<file path="src/rtl/serial_bus_pkg.sv">
// Shared definitions for the serial bus: op codes, receive FSM states and
// default field widths.
package serial_bus_pkg;

    localparam int SLAVE_ADDR_SIZE_DEF = 12;
    localparam int WORD_SIZE_DEF       = 8;
    localparam int BURST_SIZE_DEF      = 15;

    typedef enum logic [2:0] {
        OP_NONE   = 3'd0,
        S_READ    = 3'd1,
        S_WRITE   = 3'd2,
        S_B_READ  = 3'd3,
        S_B_WRITE = 3'd4
    } op_e;

    typedef enum logic [2:0] {
        IDLE,
        ADDR_RX,
        BURST_RX,
        DATA_RX,
        MEM_WR,
        MEM_RD,
        DONE
    } sip_state_e;

    function automatic logic is_valid_op(input logic [2:0] code);
        return (code >= 3'd1) && (code <= 3'd4);
    endfunction

    function automatic logic is_burst(input op_e op);
        return (op == S_B_READ) || (op == S_B_WRITE);
    endfunction

endpackage

</file>
<file path="src/rtl/sipo_shift.sv">
// Serial-in/parallel-out register, LSB first, with a bit counter.
// data_o shows the word including the bit being shifted this cycle, so on
// the cycle full_o pulses data_o already holds the complete word.
module sipo_shift #(
    parameter int WIDTH = 8
) (
    input  logic             clk,
    input  logic             rst,
    input  logic             clr_i,
    input  logic             shift_i,
    input  logic             bit_i,
    output logic [WIDTH-1:0] data_o,
    output logic             full_o
);

    localparam int CW = $clog2(WIDTH + 1);

    logic [WIDTH-1:0] data_q, data_d;
    logic [CW-1:0]    cnt_q, cnt_d;

    assign full_o = shift_i && (cnt_q == CW'(WIDTH - 1));
    assign data_o = data_d;

    // Next shift value and bit count; counter restarts after a full word.
    always_comb begin
        // NOTE: every signal written in always_comb gets a default first, so no latch is inferred.
        data_d = data_q;
        cnt_d  = cnt_q;
        if (shift_i) begin
            data_d = {bit_i, data_q[WIDTH-1:1]};
        end
        if (clr_i) begin
            cnt_d = '0;
        end else if (shift_i) begin
            cnt_d = full_o ? '0 : cnt_q + 1'b1;
        end
    end

    // Shift register and counter state.
    always_ff @(posedge clk or posedge rst) begin
        // NOTE: sequential state uses non-blocking assignments only, so all flops update together.
        if (rst) begin
            data_q <= '0;
            cnt_q  <= '0;
        end else begin
            data_q <= data_d;
            cnt_q  <= cnt_d;
        end
    end

endmodule

</file>
<file path="src/rtl/slave_in_port.sv">
// Slave-side receive stage: deserialises address, burst length and write
// data from the bus and issues word requests to the memory core with an
// auto-incrementing, wrapping address.
module slave_in_port #(
    parameter int SLAVE_ADDR_SIZE = 12,
    parameter int WORD_SIZE       = 8,
    parameter int BURST_SIZE      = 15
) (
    input  logic                       clk,
    input  logic                       rst,
    input  logic                       sel,
    input  logic [2:0]                 instruction,
    input  logic                       addr_bus,
    input  logic                       burst_size_bus,
    input  logic                       w_data_bus,
    input  logic                       m_valid,
    output logic                       s_ready,
    output logic [SLAVE_ADDR_SIZE-1:0] mem_addr,
    output logic [WORD_SIZE-1:0]       mem_wdata,
    output logic                       mem_we,
    output logic                       mem_re,
    input  logic                       mem_ready,
    output logic                       addr_done,
    output logic                       tx_done,
    output logic                       abort
);

    import serial_bus_pkg::*;

    sip_state_e                 state_q, state_d;
    op_e                        op_q, op_d;
    logic [BURST_SIZE-1:0]      cnt_q, cnt_d;
    logic [SLAVE_ADDR_SIZE-1:0] mem_addr_q, mem_addr_d;
    logic [WORD_SIZE-1:0]       mem_wdata_q, mem_wdata_d;
    logic s_ready_q, s_ready_d;
    logic mem_we_q, mem_we_d;
    logic mem_re_q, mem_re_d;
    logic addr_done_q, addr_done_d;
    logic tx_done_q, tx_done_d;
    logic abort_q, abort_d;

    logic                       accept, sipo_clr;
    logic [SLAVE_ADDR_SIZE-1:0] addr_word;
    logic [BURST_SIZE-1:0]      burst_word;
    logic [WORD_SIZE-1:0]       data_word;
    logic                       addr_full, burst_full, data_full;

    assign accept   = m_valid && s_ready_q && sel;
    assign sipo_clr = (state_q == IDLE);

    sipo_shift #(.WIDTH(SLAVE_ADDR_SIZE)) u_addr_sipo (
        .clk(clk), .rst(rst), .clr_i(sipo_clr),
        .shift_i(accept && (state_q == ADDR_RX)), .bit_i(addr_bus),
        .data_o(addr_word), .full_o(addr_full)
    );

    sipo_shift #(.WIDTH(BURST_SIZE)) u_burst_sipo (
        .clk(clk), .rst(rst), .clr_i(sipo_clr),
        .shift_i(accept && (state_q == BURST_RX)), .bit_i(burst_size_bus),
        .data_o(burst_word), .full_o(burst_full)
    );

    sipo_shift #(.WIDTH(WORD_SIZE)) u_data_sipo (
        .clk(clk), .rst(rst), .clr_i(sipo_clr),
        .shift_i(accept && (state_q == DATA_RX)), .bit_i(w_data_bus),
        .data_o(data_word), .full_o(data_full)
    );

    // Next-state and registered-output logic; a dropped sel aborts any active transfer.
    always_comb begin
        state_d     = state_q;
        op_d        = op_q;
        cnt_d       = cnt_q;
        mem_addr_d  = mem_addr_q;
        mem_wdata_d = mem_wdata_q;
        mem_we_d    = 1'b0;
        mem_re_d    = 1'b0;
        addr_done_d = 1'b0;
        tx_done_d   = 1'b0;
        abort_d     = 1'b0;

        if (state_q != IDLE && state_q != DONE && !sel) begin
            abort_d = 1'b1;
            state_d = IDLE;
        end else begin
            case (state_q)
                IDLE: begin
                    if (sel && is_valid_op(instruction)) begin
                        op_d    = op_e'(instruction);
                        state_d = ADDR_RX;
                    end
                end
                ADDR_RX: begin
                    if (addr_full) begin
                        mem_addr_d  = addr_word;
                        addr_done_d = 1'b1;
                        cnt_d       = BURST_SIZE'(1);
                        if (is_burst(op_q)) begin
                            state_d = BURST_RX;
                        end else if (op_q == S_WRITE) begin
                            state_d = DATA_RX;
                        end else begin
                            state_d  = MEM_RD;
                            mem_re_d = 1'b1;
                        end
                    end
                end
                BURST_RX: begin
                    if (burst_full) begin
                        // A zero length still transfers one word.
                        cnt_d = (burst_word == '0) ? BURST_SIZE'(1) : burst_word;
                        if (op_q == S_B_WRITE) begin
                            state_d = DATA_RX;
                        end else begin
                            state_d  = MEM_RD;
                            mem_re_d = 1'b1;
                        end
                    end
                end
                DATA_RX: begin
                    if (data_full) begin
                        mem_wdata_d = data_word;
                        mem_we_d    = 1'b1;
                        state_d     = MEM_WR;
                    end
                end
                MEM_WR: begin
                    if (mem_ready) begin
                        cnt_d      = cnt_q - 1'b1;
                        mem_addr_d = mem_addr_q + 1'b1;
                        if (cnt_q == BURST_SIZE'(1)) begin
                            state_d   = DONE;
                            tx_done_d = 1'b1;
                        end else begin
                            state_d = DATA_RX;
                        end
                    end else begin
                        mem_we_d = 1'b1;
                    end
                end
                MEM_RD: begin
                    if (mem_ready) begin
                        cnt_d      = cnt_q - 1'b1;
                        mem_addr_d = mem_addr_q + 1'b1;
                        if (cnt_q == BURST_SIZE'(1)) begin
                            state_d   = DONE;
                            tx_done_d = 1'b1;
                        end else begin
                            mem_re_d = 1'b1;
                        end
                    end else begin
                        mem_re_d = 1'b1;
                    end
                end
                DONE:    state_d = IDLE;
                default: state_d = IDLE;
            endcase
        end

        s_ready_d = (state_d == IDLE) || (state_d == ADDR_RX) ||
                    (state_d == BURST_RX) || (state_d == DATA_RX);
    end

    // State and output registers.
    always_ff @(posedge clk or posedge rst) begin
        if (rst) begin
            state_q     <= IDLE;
            op_q        <= OP_NONE;
            cnt_q       <= '0;
            mem_addr_q  <= '0;
            mem_wdata_q <= '0;
            s_ready_q   <= 1'b0;
            mem_we_q    <= 1'b0;
            mem_re_q    <= 1'b0;
            addr_done_q <= 1'b0;
            tx_done_q   <= 1'b0;
            abort_q     <= 1'b0;
        end else begin
            state_q     <= state_d;
            op_q        <= op_d;
            cnt_q       <= cnt_d;
            mem_addr_q  <= mem_addr_d;
            mem_wdata_q <= mem_wdata_d;
            s_ready_q   <= s_ready_d;
            mem_we_q    <= mem_we_d;
            mem_re_q    <= mem_re_d;
            addr_done_q <= addr_done_d;
            tx_done_q   <= tx_done_d;
            abort_q     <= abort_d;
        end
    end

    assign s_ready   = s_ready_q;
    assign mem_addr  = mem_addr_q;
    assign mem_wdata = mem_wdata_q;
    assign mem_we    = mem_we_q;
    assign mem_re    = mem_re_q;
    assign addr_done = addr_done_q;
    assign tx_done   = tx_done_q;
    assign abort     = abort_q;

endmodule

</file>
<file path="config.mk">
export PLATFORM = sky130hd
export DESIGN_NAME = slave_in_port
export DESIGN_NICKNAME = d
export VERILOG_FILES = /design/src/rtl/serial_bus_pkg.sv /design/src/rtl/sipo_shift.sv /design/src/rtl/slave_in_port.sv
export SDC_FILE = /design/constraint.sdc
export NUM_CORES = 1
export LEC_CHECK = 0
export BUFFER_PORTS_ARGS = -buffer_cell sky130_fd_sc_hd__clkbuf_2
export CORE_MARGIN = 2
export CORE_UTILIZATION = 50
export DETAILED_ROUTE_END_ITERATION = 6
export GPL_ROUTABILITY_DRIVEN = 0
export PLACE_DENSITY = 0.75
export SYNTH_ARGS = -nofsm -noshare
export SYNTH_HDL_FRONTEND = slang
export SYNTH_HIERARCHICAL = 1
export SYNTH_SLANG_ARGS = --single-unit
</file>
<file path="constraint.sdc">
create_clock -name clk -period 6.6 [get_ports clk]
set_input_delay 0.66 -clock clk [delete_from_list [all_inputs] [get_ports clk]]
set_output_delay 0.66 -clock clk [all_outputs]
set_load 0.005 [all_outputs]
</file>
-- After elaboration in Yosys (flattened, before gate mapping)
Cells that the tools add are included.
W data, S select, Z words.
- bits in registers: 94
- output and inout port bits: 26
- logic and storage cells: 129
- $add $sub $neg: 5
- $lt $le $gt $ge: 2
- eq/ne operators: 19
- muxes and demuxes: 54
- bitwise gates (word level): 1
- reduce and logical (&&, ||, !) cells: 31
- operators by type and width (kind ; count):
    $mux W15 ; 5
    $pmux W15 S3 ; 1
    $mux W12 ; 3
    $mux W3 ; 12
    $mux W4 ; 9
    $pmux W12 S2 ; 1
    $mux W1 ; 19
    $eq A3 B2 Y1 const B ; 6
    $pmux W3 S6 ; 1
    $eq A15 B1 Y1 const B ; 1
    $logic_not A15 Y1 ; 1
    $sub A15 B1 Y15 const B ; 1
    $add A12 B1 Y12 const B ; 1
    $add A4 B1 Y4 const B ; 3
    $logic_and A1 B1 Y1 ; 12
    $eq A3 B3 Y1 const B ; 3
    $eq A4 B4 Y1 const B ; 2
    $mux W8 ; 1
    $reduce_bool A2 Y1 ; 4
    $eq A3 B1 Y1 const B ; 2
    $logic_not A3 Y1 ; 2
    $ne A2 B1 Y1 const B ; 3
    $reduce_and A3 Y1 ; 2
    $reduce_bool A3 Y1 ; 2
    12 further kinds ; 15

-- Depth between registers and ports, before layout
- depth in word-level cells: 11
- gate-level depth with buffers: 13
- depth with buffers taken out: 9

-- Cells and area by module
Netlist, hierarchy kept.
- modules (own cells, without submodules) (module ; times used ; cells an instance ; area an instance (um^2) ; sequential area each (um^2)):
    slave_in_port ; 1 ; 324 ; 2891.5 ; 1176.1
    sipo_shift at u_burst_sipo ; 1 ; 59 ; 802.0 ; 475.5
    sipo_shift at u_addr_sipo ; 1 ; 51 ; 711.9 ; 400.4
    sipo_shift at u_data_sipo ; 1 ; 37 ; 524.3 ; 300.3

-- Worst setup path after synthesis
No wires, ideal clock.
- path type: input -> register
- from: in sel
- to: reg, netlist name cnt_q[10]
- library setup time: 0.131 ns
- data arrival time: 2.584 ns
- setup slack: 3.885 ns
- stages: 12
- path buffers: 4
- cell sequence: clkbuf_1 -> nand3_1 -> nor2_1 -> clkbuf_8 -> buf_12 -> inv_1 -> nor2_1 -> o21ai_0 -> o21ai_1 -> clkbuf_1 -> o2111ai_1 -> o2bb2ai_1
- RTL lines (what ; RTL line ; text):
    from (decl) ; slave_in_port.sv:11 ; input logic sel,

==> impl_metrics.tcl <==
set metrics [dict create \
    yosys_most_used_dff "dfrtp_1" \
    fin_nets 510 \
    clock_skew_ns 0.00727 \
    cp_max_fo 23 \
    critical-path-max-stage-delay_ns 0.62 \
    synth_nets 489 \
    yosysUniqueCellTypes 66 \
    netlist_area_um2 4930 \
    hold_viol 0 \
    cp.required_ns 6.87 \
    core_um2 9680 \
    cts_tree "done" \
    dp.cells 614 \
    clockBufferDepth 2 \
    worstPathCellList "or3b_2 > nor2_1 > buf_4 > inv_1 > nor2_1 > o21ai_0 > o21ai_1 > nand3_1 > o2bb2ai_1" \
    grt_max_degree 48 \
    ant_nets 0 \
    cp.arrival_ns 3.84 \
    drive_above_1_share_pct 21.8 \
    grt_setup_unrepaired "no" \
    cellPowerDensity_nw_per_um2 273 \
    layout_min_cycle_time_ns 3.57 \
    fin_crit_sh_pct 54.0 \
    irDropWorstVdd_uv 208 \
    ys_ff_latch 94 \
    maxSlewHeadroom_pct 25.6 \
    start_util_pct 50.9 \
    drc_errors 0 \
    cts_setup_buffers 0 \
    die_h_um 103 \
    dr.pass1.iters 5 \
    preCtsSetupSlack_ns 3.14 \
    wire_per_inst_um 17.1 \
    drtIter0Drc 287 \
    totalWireLength_um 10800 \
    ys_seq_area_share_pct 47.7 \
    cp_common_cell "nor2_1" \
    antenna_found_initial 0 \
    chipWidth_um 103 \
    cp_num_buf_inv 2 \
    cts-root-buf "clkbuf_8" \
    hold_buffers 0 \
    worst_pin_slew_ns 1.12 \
    sw_frac_of_total_pct 33.2 \
    cp_slowest_cell "dfrtp_1" \
    hp-class "input port to asynchronous set/reset pin" \
    setup_ws_ns 3.03 \
    power_frac_seq_pct 48.7 \
    grt_pass1_vias 3790 \
    die_area_um2 10700 \
    avgSynthCellArea_um2 10.5 \
    numCtsBuffers 9 \
    tns_ns 0 \
    place_hpwl_um 7560 \
    intPower_mw 0.974 \
    path_class "register to register" \
    via_per_inst 6.10 \
    path_clk_slew_ns 0.09 \
    fmax_mhz 280 \
    synth_cells 471 \
    vias 3835 \
    insertion_delay_ns 0.36 \
    synthArstFlopShare_pct 100 \
    io_buffer_count 36 \
    io_pins 37 \
    status "completed" \
    cp_top_family "simple AND/OR/NAND/NOR gates" \
    h-tree-depth 3 \
    cts.sinks 94 \
    maxCapViolCount 0 \
    cts_resized 0 \
    end_kind "register" \
    p_switching_mw 0.483 \
    drv_slew 0 \
    startpoint_type "register" \
    power_frac_comb_pct 24.9 \
    grt_usage_pct 22.2 \
    num_antenna_cells 0 \
    clkPwrFrac_pct 26.4 \
    finalSetupViolCount 0 \
    gr-total-overflow 0 \
    ys_warn_count 6 \
    rows 36 \
    grt_pass1_wl_um 18400 \
    stdcell_count 629 \
    leakagePower_nw 2.37 \
    area_delta_synth_final_pct 8.22 \
    synth_edf_count 0 \
]
[sequential cells by signal, summed over array words and instances, names as in the netlist]
name                 flops
cnt_q                   15
mem_re                   1
addr_done                1
state_q                  3
u_data_sipo/cnt_q        4
op_q                     3
abort                    1
mem_addr                12
u_burst_sipo/data_q     15
mem_wdata                8
u_addr_sipo/cnt_q        4
u_data_sipo/data_q       8
s_ready                  1
u_addr_sipo/data_q      12
u_burst_sipo/cnt_q       4
mem_we                   1
tx_done                  1
[final timing paths]
check                                 startpoint               endpoint  slack, ns  depth (start not counted)
setup / recovery                      state_q[0]              cnt_q[11]       3.03                          9
hold / removal                               rst   u_data_sipo/cnt_q[0]       0.35                          2
setup reg to reg                      state_q[0]              cnt_q[11]       3.03                          9
hold reg to reg            u_data_sipo/data_q[0]  u_data_sipo/data_q[0]       0.50                          1
max in group asynchronous                    rst            mem_addr[1]       5.40                          2
min in group clk           u_data_sipo/data_q[0]  u_data_sipo/data_q[0]       0.50                          1
[routing by layer]
layer	routed length (µm)	up-vias	share of wire (%)	GRT usage (%)
met3	531	28	4.9	3.83
met1	4700	1894	44	29.2
met2	5220	117	48	36.2
met5	0	-	0	0
li1	-	1796	-	-
met4	315	0	2.9	10.2
[cells in the final DEF (no fill, tap or decap), drive strengths merged, types with 4 or more instances in the layout]
master and n:
a21oi 35, a22oi 6, a32oi 5, buf 7, clkbuf 46, dfrtp 94, ha 7, inv 14
mux2 44, nand2 27, nand3 8, nand3b 6, nand4 13, nor2 28, nor2b 9, nor3 15
nor3b 5, nor4 8, o2111ai 7, o21ai 32, o2bb2ai 12, or4 4
[area by class of cell]
| type | count | area (µm²) |
|---|---|---|
| fillers | 866 | 4350 |
| multi-input cells | 330 | 2330 |
| well taps | 133 | 166 |
| clock inverters | 5 | 60.1 |
| repair buffers | 43 | 233 |
| flip-flops and latches | 94 | 2350 |
| inverters | 14 | 52.6 |
| clock buffers | 10 | 138 |
[through the flow]
stage                     power, mW  cell area (µm²)  utilization [%]  hold WS (ns)
final                          1.46             5340             55.1         0.346
after global routing           1.53             5340             55.1         0.392
after CTS                      1.46             5340             55.1         0.353
after detailed placement       1.08             5140             53.0         0.488
after global placement         1.06             5140             53.0         0.462
after floorplan               0.995             4930                -         0.451
[kinds of logic (layout without fill, tap and decap cells)]
family,count (synthesis),after routing,synth area share (%)
simple gates,147,147,16.8
compound gates,126,126,17.0
flops,94,94,47.7
mux,47,47,11.2
buf+inv,47,72,5.00
fa+ha+maj,7,7,1.78
xor+xnor,3,3,0.533
[power by group through the flow]
stage                     Combinational (mW)  Clock, mW  Sequential [mW]
final                                  0.363      0.385            0.709
after global routing                   0.400      0.414            0.720
after CTS                              0.361      0.393            0.707
after detailed placement               0.359          0            0.719
after global placement                 0.348          0            0.714
after floorplan                        0.309          0            0.686
[synth_stat cells (4+ instances only)]
cell | instances | area (µm²)
buf_2 | 4 | 20.0
a22oi_1 | 6 | 45.0
ha_1 | 7 | 87.6
nand2_1 | 27 | 101
nor2b_1 | 8 | 50.1
mux2_1 | 7 | 78.8
nor3b_1 | 5 | 37.5
mux2_4 | 7 | 105
nand3b_1 | 6 | 45.0
nor2_1 | 28 | 105
mux2_2 | 30 | 338
o2bb2ai_1 | 12 | 105
nand4_1 | 13 | 81.3
inv_1 | 13 | 48.8
nand3_1 | 8 | 40.0
a21oi_1 | 35 | 175
nor3_1 | 15 | 75.1
clkbuf_1 | 22 | 82.6
o2111ai_1 | 7 | 61.3
nor4_1 | 7 | 43.8
o21ai_0 | 28 | 140
a32oi_1 | 5 | 43.8
dfrtp_1 | 94 | 2350
[worst reg2reg max path: stages, from the launching register on]
cell	delay (ns)
dfrtp_1	0.62
or3b_2	0.60
nor2_1	0.13
buf_4	0.26
inv_1	0.12
nor2_1	0.24
o21ai_0	0.11
o21ai_1	0.55
nand3_1	0.56
o2bb2ai_1	0.31
Power figures use the tool's default switching activity.
